<file path="config.mk">
export PLATFORM = sky130hd
export DESIGN_NAME = debug_scan_sequencer
export DESIGN_NICKNAME = d
export VERILOG_FILES = /design/src/rtl/debug_scan_sequencer.sv
export SDC_FILE = /design/constraint.sdc
export NUM_CORES = 1
export LEC_CHECK = 0
export BUFFER_PORTS_ARGS = -buffer_cell sky130_fd_sc_hd__buf_2
export CELL_PAD_IN_SITES_DETAIL_PLACEMENT = 1
export CELL_PAD_IN_SITES_GLOBAL_PLACEMENT = 2
export CORE_UTILIZATION = 30
export CTS_CLUSTER_SIZE = 28
export DETAILED_ROUTE_END_ITERATION = 12
export PLACE_DENSITY_LB_ADDON = 0.25
export SLEW_MARGIN = 20
export SYNTH_ARGS = -nofsm -noshare
export SYNTH_HDL_FRONTEND = slang
export SYNTH_SLANG_ARGS = --single-unit
export TNS_END_PERCENT = 20
</file>
<file path="constraint.sdc">
create_clock -name clk -period 1.8 [get_ports clk]
set_clock_uncertainty 0.2 [all_clocks]
set_input_delay 0.18 -clock clk [delete_from_list [all_inputs] [get_ports clk]]
set_output_delay 0.18 -clock clk [all_outputs]
set_load 0.02 [all_outputs]
</file>
<file path="src/rtl/debug_scan_sequencer.sv">
// debug_scan_sequencer
//   Drives the en/config port pair of the SNN debug multiplexer. Auto-scan mode
//   walks every membrane-potential slot followed by the three spike layers. It
//   captures the mux output for each slot and presents it as a valid/ready
//   sample. Manual mode performs a single load of a host-selected config.
//
// Ports
//   clk, rst            clock, asynchronous active-high reset
//   mode                0 = manual, 1 = auto-scan
//   continuous          restart at slot 0 after the last slot (sampled at frame end)
//   start               begin an auto-scan frame (IDLE, mode=1 only)
//   abort               terminate any activity
//   manual_sel          config used for a manual load
//   manual_load         request a manual load (IDLE, mode=0 only)
//   mux_data            debug multiplexer output
//   out_ready           downstream accepts the sample
//   debug_en            one-cycle load enable to the debug config register
//   debug_config_out    config value to the debug config register
//   sample_data         captured mux output
//   sample_index        config that produced sample_data
//   sample_valid        sample available
//   sample_first        sample is the first of a frame
//   sample_last         sample is the last of a frame
//   busy                sequencer not idle
//   frame_count         completed frames, wraps at 255
module debug_scan_sequencer #(
   parameter int unsigned NUM_MP        = 24,
   parameter int unsigned SETTLE_CYCLES = 1
) (
   input  logic       clk,
   input  logic       rst,
   input  logic       mode,
   input  logic       continuous,
   input  logic       start,
   input  logic       abort,
   input  logic [7:0] manual_sel,
   input  logic       manual_load,
   input  logic [7:0] mux_data,
   input  logic       out_ready,
   output logic       debug_en,
   output logic [7:0] debug_config_out,
   output logic [7:0] sample_data,
   output logic [7:0] sample_index,
   output logic       sample_valid,
   output logic       sample_first,
   output logic       sample_last,
   output logic       busy,
   output logic [7:0] frame_count
);

   typedef enum logic [2:0] {IDLE, MLOAD, LOAD, SETTLE, PRESENT} state_t;

   localparam logic [7:0] MP_SLOTS    = 8'(NUM_MP);
   localparam logic [7:0] LAST_PTR    = 8'(NUM_MP + 2);
   localparam logic [3:0] SETTLE_LAST = 4'(SETTLE_CYCLES - 1);

   state_t     state, state_next;
   logic [7:0] ptr, ptr_next;
   logic [3:0] cnt, cnt_next;
   logic [7:0] manual_cfg;
   logic [7:0] slot_cfg;
   logic       capture, transfer, frame_done, mreq;

   // Slots past the membrane-potential range map onto the spike-layer configs 0x1E..0x20.
   always_comb begin
      if (ptr < MP_SLOTS) slot_cfg = ptr;
      else                slot_cfg = 8'h1E + (ptr - MP_SLOTS);
   end

   always_ff @(posedge clk or posedge rst) begin
      if (rst) begin
         state <= IDLE;
         ptr   <= '0;
         cnt   <= '0;
      end else begin
         state <= state_next;
         ptr   <= ptr_next;
         cnt   <= cnt_next;
      end
   end

   always_comb begin
      state_next = state;
      ptr_next   = ptr;
      cnt_next   = cnt;
      capture    = 1'b0;
      transfer   = 1'b0;
      frame_done = 1'b0;
      mreq       = 1'b0;
      case (state)
         IDLE: begin
            if (mode && start) begin
               state_next = LOAD;
               ptr_next   = '0;
            end else if (!mode && manual_load) begin
               state_next = MLOAD;
               mreq       = 1'b1;
            end
         end
         MLOAD: state_next = IDLE;
         LOAD: begin
            state_next = SETTLE;
            cnt_next   = '0;
         end
         SETTLE: begin
            cnt_next = cnt + 4'd1;
            if (cnt == SETTLE_LAST) begin
               capture    = 1'b1;
               cnt_next   = '0;
               state_next = PRESENT;
            end
         end
         PRESENT: begin
            if (out_ready) begin
               transfer = 1'b1;
               if (ptr == LAST_PTR) begin
                  frame_done = 1'b1;
                  ptr_next   = '0;
                  state_next = continuous ? LOAD : IDLE;
               end else begin
                  ptr_next   = ptr + 8'd1;
                  state_next = LOAD;
               end
            end
         end
         default: state_next = IDLE;
      endcase
      // Abort overrides every other event decided above, including a transfer.
      if (abort) begin
         state_next = IDLE;
         ptr_next   = '0;
         cnt_next   = '0;
         capture    = 1'b0;
         transfer   = 1'b0;
         frame_done = 1'b0;
         mreq       = 1'b0;
      end
   end

   always_ff @(posedge clk or posedge rst) begin
      if (rst) begin
         manual_cfg   <= '0;
         sample_data  <= '0;
         sample_index <= '0;
         sample_valid <= 1'b0;
         frame_count  <= '0;
      end else begin
         if (mreq) manual_cfg <= manual_sel;
         if (capture) begin
            sample_data  <= mux_data;
            sample_index <= slot_cfg;
            sample_valid <= 1'b1;
         end else if (transfer || abort) begin
            sample_valid <= 1'b0;
         end
         if (frame_done) frame_count <= frame_count + 8'd1;
      end
   end

   // Outputs are decoded from registered state only, so neither out_ready nor mux_data reaches them.
   always_comb begin
      debug_en         = 1'b0;
      debug_config_out = '0;
      if (state == LOAD) begin
         debug_en         = 1'b1;
         debug_config_out = slot_cfg;
      end else if (state == MLOAD) begin
         debug_en         = 1'b1;
         debug_config_out = manual_cfg;
      end
   end

   assign busy         = (state != IDLE);
   assign sample_first = sample_valid && (ptr == 8'd0);
   assign sample_last  = sample_valid && (ptr == LAST_PTR);

endmodule

</file>
=== After elaboration in Yosys (flattened, before gate mapping) ===
Cells that the tools add are included.
W data, S select, Z words.

* Add/subtract/negate cells: 5
* Magnitude comparators: 1
* Equal/unequal tests: 9
* Multiplexer cells: 37
* Reduce and logical (&&, ||, !) cells: 15

{| class="wikitable"
|+ Operator list
! kind !! count
|-
| $mux W8 || 7
|-
| $mux W1 || 18
|-
| $add A8 B1 Y8 const B || 2
|-
| $pmux W8 S2 || 1
|-
| $mux W3 || 5
|-
| $pmux W3 S4 || 1
|-
| $ne A3 B3 Y1 const B || 3
|-
| $reduce_bool A3 Y1 || 3
|-
| $add A5 B8 Y8 const A || 1
|-
| $eq A8 B5 Y1 const B || 1
|-
| $logic_not A8 Y1 || 1
|-
| $lt A8 B5 Y1 const B || 1
|-
| $mux W4 || 2
|-
| $pmux W4 S2 || 1
|-
| $sub A8 B5 Y8 const B || 1
|-
| $eq A3 B2 Y1 const B || 2
|-
| $reduce_and A3 Y1 || 2
|-
| $add A4 B1 Y4 const B || 1
|-
| $logic_and A1 B1 Y1 || 4
|-
| $logic_not A4 Y1 || 1
|-
| $mux W2 || 2
|-
| $ne A4 B4 Y1 const B || 1
|-
| $eq A3 B1 Y1 const B || 1
|-
| $eq A3 B3 Y1 const B || 1
|-
| 4 further kinds || 4
|}

* Register bits: 48
* Bits of input ports: 24
* Output and inout bits: 37
* Logic and storage cells: 75

=== Longest topological paths before layout ===
* Depth after elaboration: 6
* Mapped depth: 7
* Gate-level depth less buffers: 6

=== Worst setup path after synthesis ===
No wires, ideal clock.

* Path type: register to register
* Start: register state[0]
* End: register manual_cfg[0]
* Setup time: 0.125 ns
* Data arrival time: 1.616 ns
* Required time: 1.475 ns
* Setup slack: -0.141 ns
* Cell stages (with the launch flop): 7
* Path buffers: 2
* Period minus slack after synthesis: 1.941 ns
* Path through: dfrtp_1 buf_6 nor3_2 inv_2 or3_1 buf_4 mux2_4

* Word-level cells in the longest chain between the ends: 3

{| class="wikitable"
|+ RTL lines
! element !! RTL line !! RTL
|-
| start, declared || 57 || <nowiki>state_t state, state_next;</nowiki>
|-
| start signal, assigned || 76 || <nowiki>state <= state_next;</nowiki>
|-
| $logic_not A3 Y1 || 90 || <nowiki>case (state)</nowiki>
|-
| $mux W1 || 90 ||
|-
| $mux W1 || 129 || <nowiki>if (abort) begin</nowiki>
|-
| end signal, assigned || 148 || <nowiki>if (mreq) manual_cfg <= manual_sel;</nowiki>
|-
| end, declared || 60 || <nowiki>logic [7:0] manual_cfg;</nowiki>
|}

Every way passes these cells.
A chain may end at the register's enable or synchronous reset.

=== Worst setup path in the final report ===
* Start: register ptr[7]
* End: output debug_config_out[2]

* Word-level cells in the longest chain between the ends: 3

{| class="wikitable"
|+ RTL lines
! element !! RTL line !! RTL
|-
| start, declared || 58 || <nowiki>logic [7:0] ptr, ptr_next;</nowiki>
|-
| start signal, assigned || 77 || <nowiki>ptr <= ptr_next;</nowiki>
|-
| $lt A8 B5 Y1 || 66 || <nowiki>if (ptr < MP_SLOTS) slot_cfg = ptr;</nowiki>
|-
| $mux W8 || 66 ||
|-
| $mux W8 || 164 || <nowiki>if (state == LOAD) begin</nowiki>
|-
| end, declared || 41 || <nowiki>output logic [7:0] debug_config_out,</nowiki>
|}

Every way passes these cells.

==> metrics.txt <==
startpoint class of the critical path=register; final setup violation count=41; GRT Total Usage=0.198; fill cell count=915; initial DRC count=43; worst setup margin=-335 ps; FP Rows=33; clock root cell=clkbuf_8; core area=0.00826 mm^2; Final #Nets=418; crit path time final=2130 ps; dpl ws=-156 ps; Area Growth Syn to Fin=61.3%; TritonCTS Buffers=5; CTS tree=yes; post-DR vias/cell=4.92; register area=0.00121 mm^2; Die H=94.8 um; Mapped Area=0.00258 mm^2; max-cap viol count=0; YS warnings=0; maximum VDD drop=0.266 mV; syn_nets=274; Cells after Synth=242; Finished Cell Area=0.00417 mm^2; Yosys reg bits=48; Crit Path Max Fanout=3; DR pass1 iterations=4; number of synthesized flops with an enable pin=0; RSZ-0062 raised after global routing=true; Post-synth top flop=dfrtp_1; n_diodes=0; antenna violations before repair=0; Final period util=1.19; crit path DAT=1750 ps; remaining antenna violation count=0; share of cells above drive strength 1=0.563; Post-synth ARST share=1.00; Initial Utilization=0.313; Final Max Slew Viols=0; CTS Sinks=48; Congestion Overflow GR=0; pin count of the biggest net entering global routing=27; via count=2419; critical path class=register to output port; sequential area share after synthesis=0.465; clk_lat worst skew=310 ps; Port Buf Inserts=60; # H-tree levels=2; WP data required=1420 ps; Total Wirelength=8480 um; Max Clk Rate=468 MHz; Clock Path Buffers=2; P per Cell Area=639 mW/mm^2; area of the multi-input gates=0.00153 mm^2; number of global-route vias before repair=2527; first-pass GRT wire length=13400 um; Final Hold Viols=0; post-synth cell types=50; RePlAce Congestion=0.792; worst min path class=input port to register; outcome=finished, violations left; Die Area=0.00899 mm^2; wire length per cell=17.2 um; DP HPWL=5660 um; DRC violations left=0; Ports=61; actual slew at the worst max-slew pin=358 ps; Placed Instance Area=0.00333 mm^2; Slew Limit Headroom=0.758; Leakage=2.02 nW; Setup crit end kind=output port; Die X=94.8 um; violated checks=setup timing; Post-Syn Area per Cell=10.7 um^2; Clk pin slew, worst setup/hold paths=100 ps
## sequential cells by signal (all words and copies together), names as in the netlist
name          flops
sample_data       8
sample_valid      1
cnt               4
ptr               8
frame_count       8
manual_cfg        8
sample_index      8
state             3
## synthesized netlist by cell type, types with 2 or more instances
cell type  instances  share of area
nand2_1           25          0.036
buf_2              3         0.0058
a22o_1             3          0.010
nor3_1             4         0.0077
o2111ai_1          2         0.0068
inv_1             12          0.017
mux2_4             8          0.046
o31ai_1            3         0.0087
xnor2_1           10          0.034
xor2_1             5          0.017
a21o_1             3         0.0087
a211oi_1           4          0.012
nor4_4             2          0.016
mux2_2            11          0.048
nand4_1            2         0.0048
nand3_1            6          0.012
and3_1             2         0.0048
buf_4              3         0.0087
ha_1               8          0.039
a21oi_1           11          0.021
nor2_1            13          0.019
o21ai_0           20          0.039
or4_1              2         0.0058
nand2b_1           3         0.0073
nor3b_1            2         0.0058
dfrtp_1           48           0.46
clkbuf_1           3         0.0044
or3_1              2         0.0048
## final timing paths
check                                      end  slack, ps  cells past startpoint      startpoint
max                        debug_config_out[2]       -330                      5          ptr[7]
min                                   state[0]        110                      4           start
max reg2reg                             ptr[7]       -140                      7          ptr[5]
min reg2reg                     frame_count[7]        270                      1  frame_count[7]
max in group asynchronous             state[2]        820                      4             rst
min in group asynchronous       sample_data[4]        250                      4             rst
## area by class of cell
class                   count  area share
clock buffers               5      0.0165
clock inverters             3      0.0111
inverters                  13      0.0117
multi-input cells         171       0.368
flip-flops and latches     48       0.291
well taps                 105      0.0315
repair buffers            147       0.271
## where the power goes
group          switching, mW  internal, mW  leakage (nW)  total, mW
registers             0.0542          1.17         0.626       1.22
clock network          0.411         0.419        0.0548      0.830
logic                  0.293         0.315          1.34      0.608
total                  0.758          1.90          2.02       2.66
## worst max-delay path, cell delays in order (launching register included)
cell and delay, ps:
dfrtp_2 430, a2111o_1 480, nor2_2 140, a21oi_2 50
a22o_1 210, buf_6 140
## cells in the final DEF (no fill, tap or decap), types with 4 or more instances in the layout
master         netlist  layout
nor2_1              13       6
o21ai_0             20       8
clkbuf_8             0       5
buf_4                3      53
xnor2_2              0       5
o21ai_2              0       5
nand3_1              6       6
dfrtp_2              0       8
nand2_1             25      22
buf_2                3      51
inv_1               12       8
xnor2_1             10       5
nor2_2               0       6
o21ai_1              1       8
xor2_1               5       4
a21oi_2              0       4
mux2_2              11       6
dlygate4sd3_1        0      18
inv_2                1       5
buf_6                1      23
ha_1                 8       7
mux2_4               8      13
a21oi_1             11       6
dfrtp_1             48      40
## cells by family (layout without fill, tap and decap cells)
logic type	after synthesis	in the layout	share of synthesized area
adders and majority gates	8	8	0.0387
and+or+nand+nor	76	76	0.181
muxes	19	19	0.0944
buffers and inverters	23	168	0.0421
xor gates and xnor gates	15	15	0.0508
AOI/OAI and AO/OA	53	53	0.128
DFF	48	48	0.465
## stage by stage
| stage | TNS, ps | instances | hold slack, ps | util | total power, mW |
|---|---|---|---|---|---|
| 2_1_floorplan | -321 | 242 | 87.3 | - | 1.54 |
| 3_3_place_gp | -1450 | 444 | 40.5 | 0.403 | 1.72 |
| 3_5_place_dp | -2450 | 444 | 52.6 | 0.403 | 1.73 |
| 4_1_cts | -4030 | 481 | 104 | 0.478 | 2.67 |
| 5_1_grt | -8000 | 492 | 119 | 0.505 | 2.80 |
| 6_report | -4870 | 492 | 114 | 0.505 | 2.66 |
## repair_timing
item                                   CTS  global route
endpoints found under the hold margin   65             0
setup endpoints to repair               41            45
setup buffers                           11            11
hold buffers                            18             0
resized for setup                       73            36
pin swaps                               16            17
## per-layer routing
layer	wire length [um]	GRT usage
met5	0	0
met4	104	0.0543
met3	376	0.0386
met2	4370	0.356
met1	3630	0.237
Note: power is estimated with default switching activity, not from simulation.
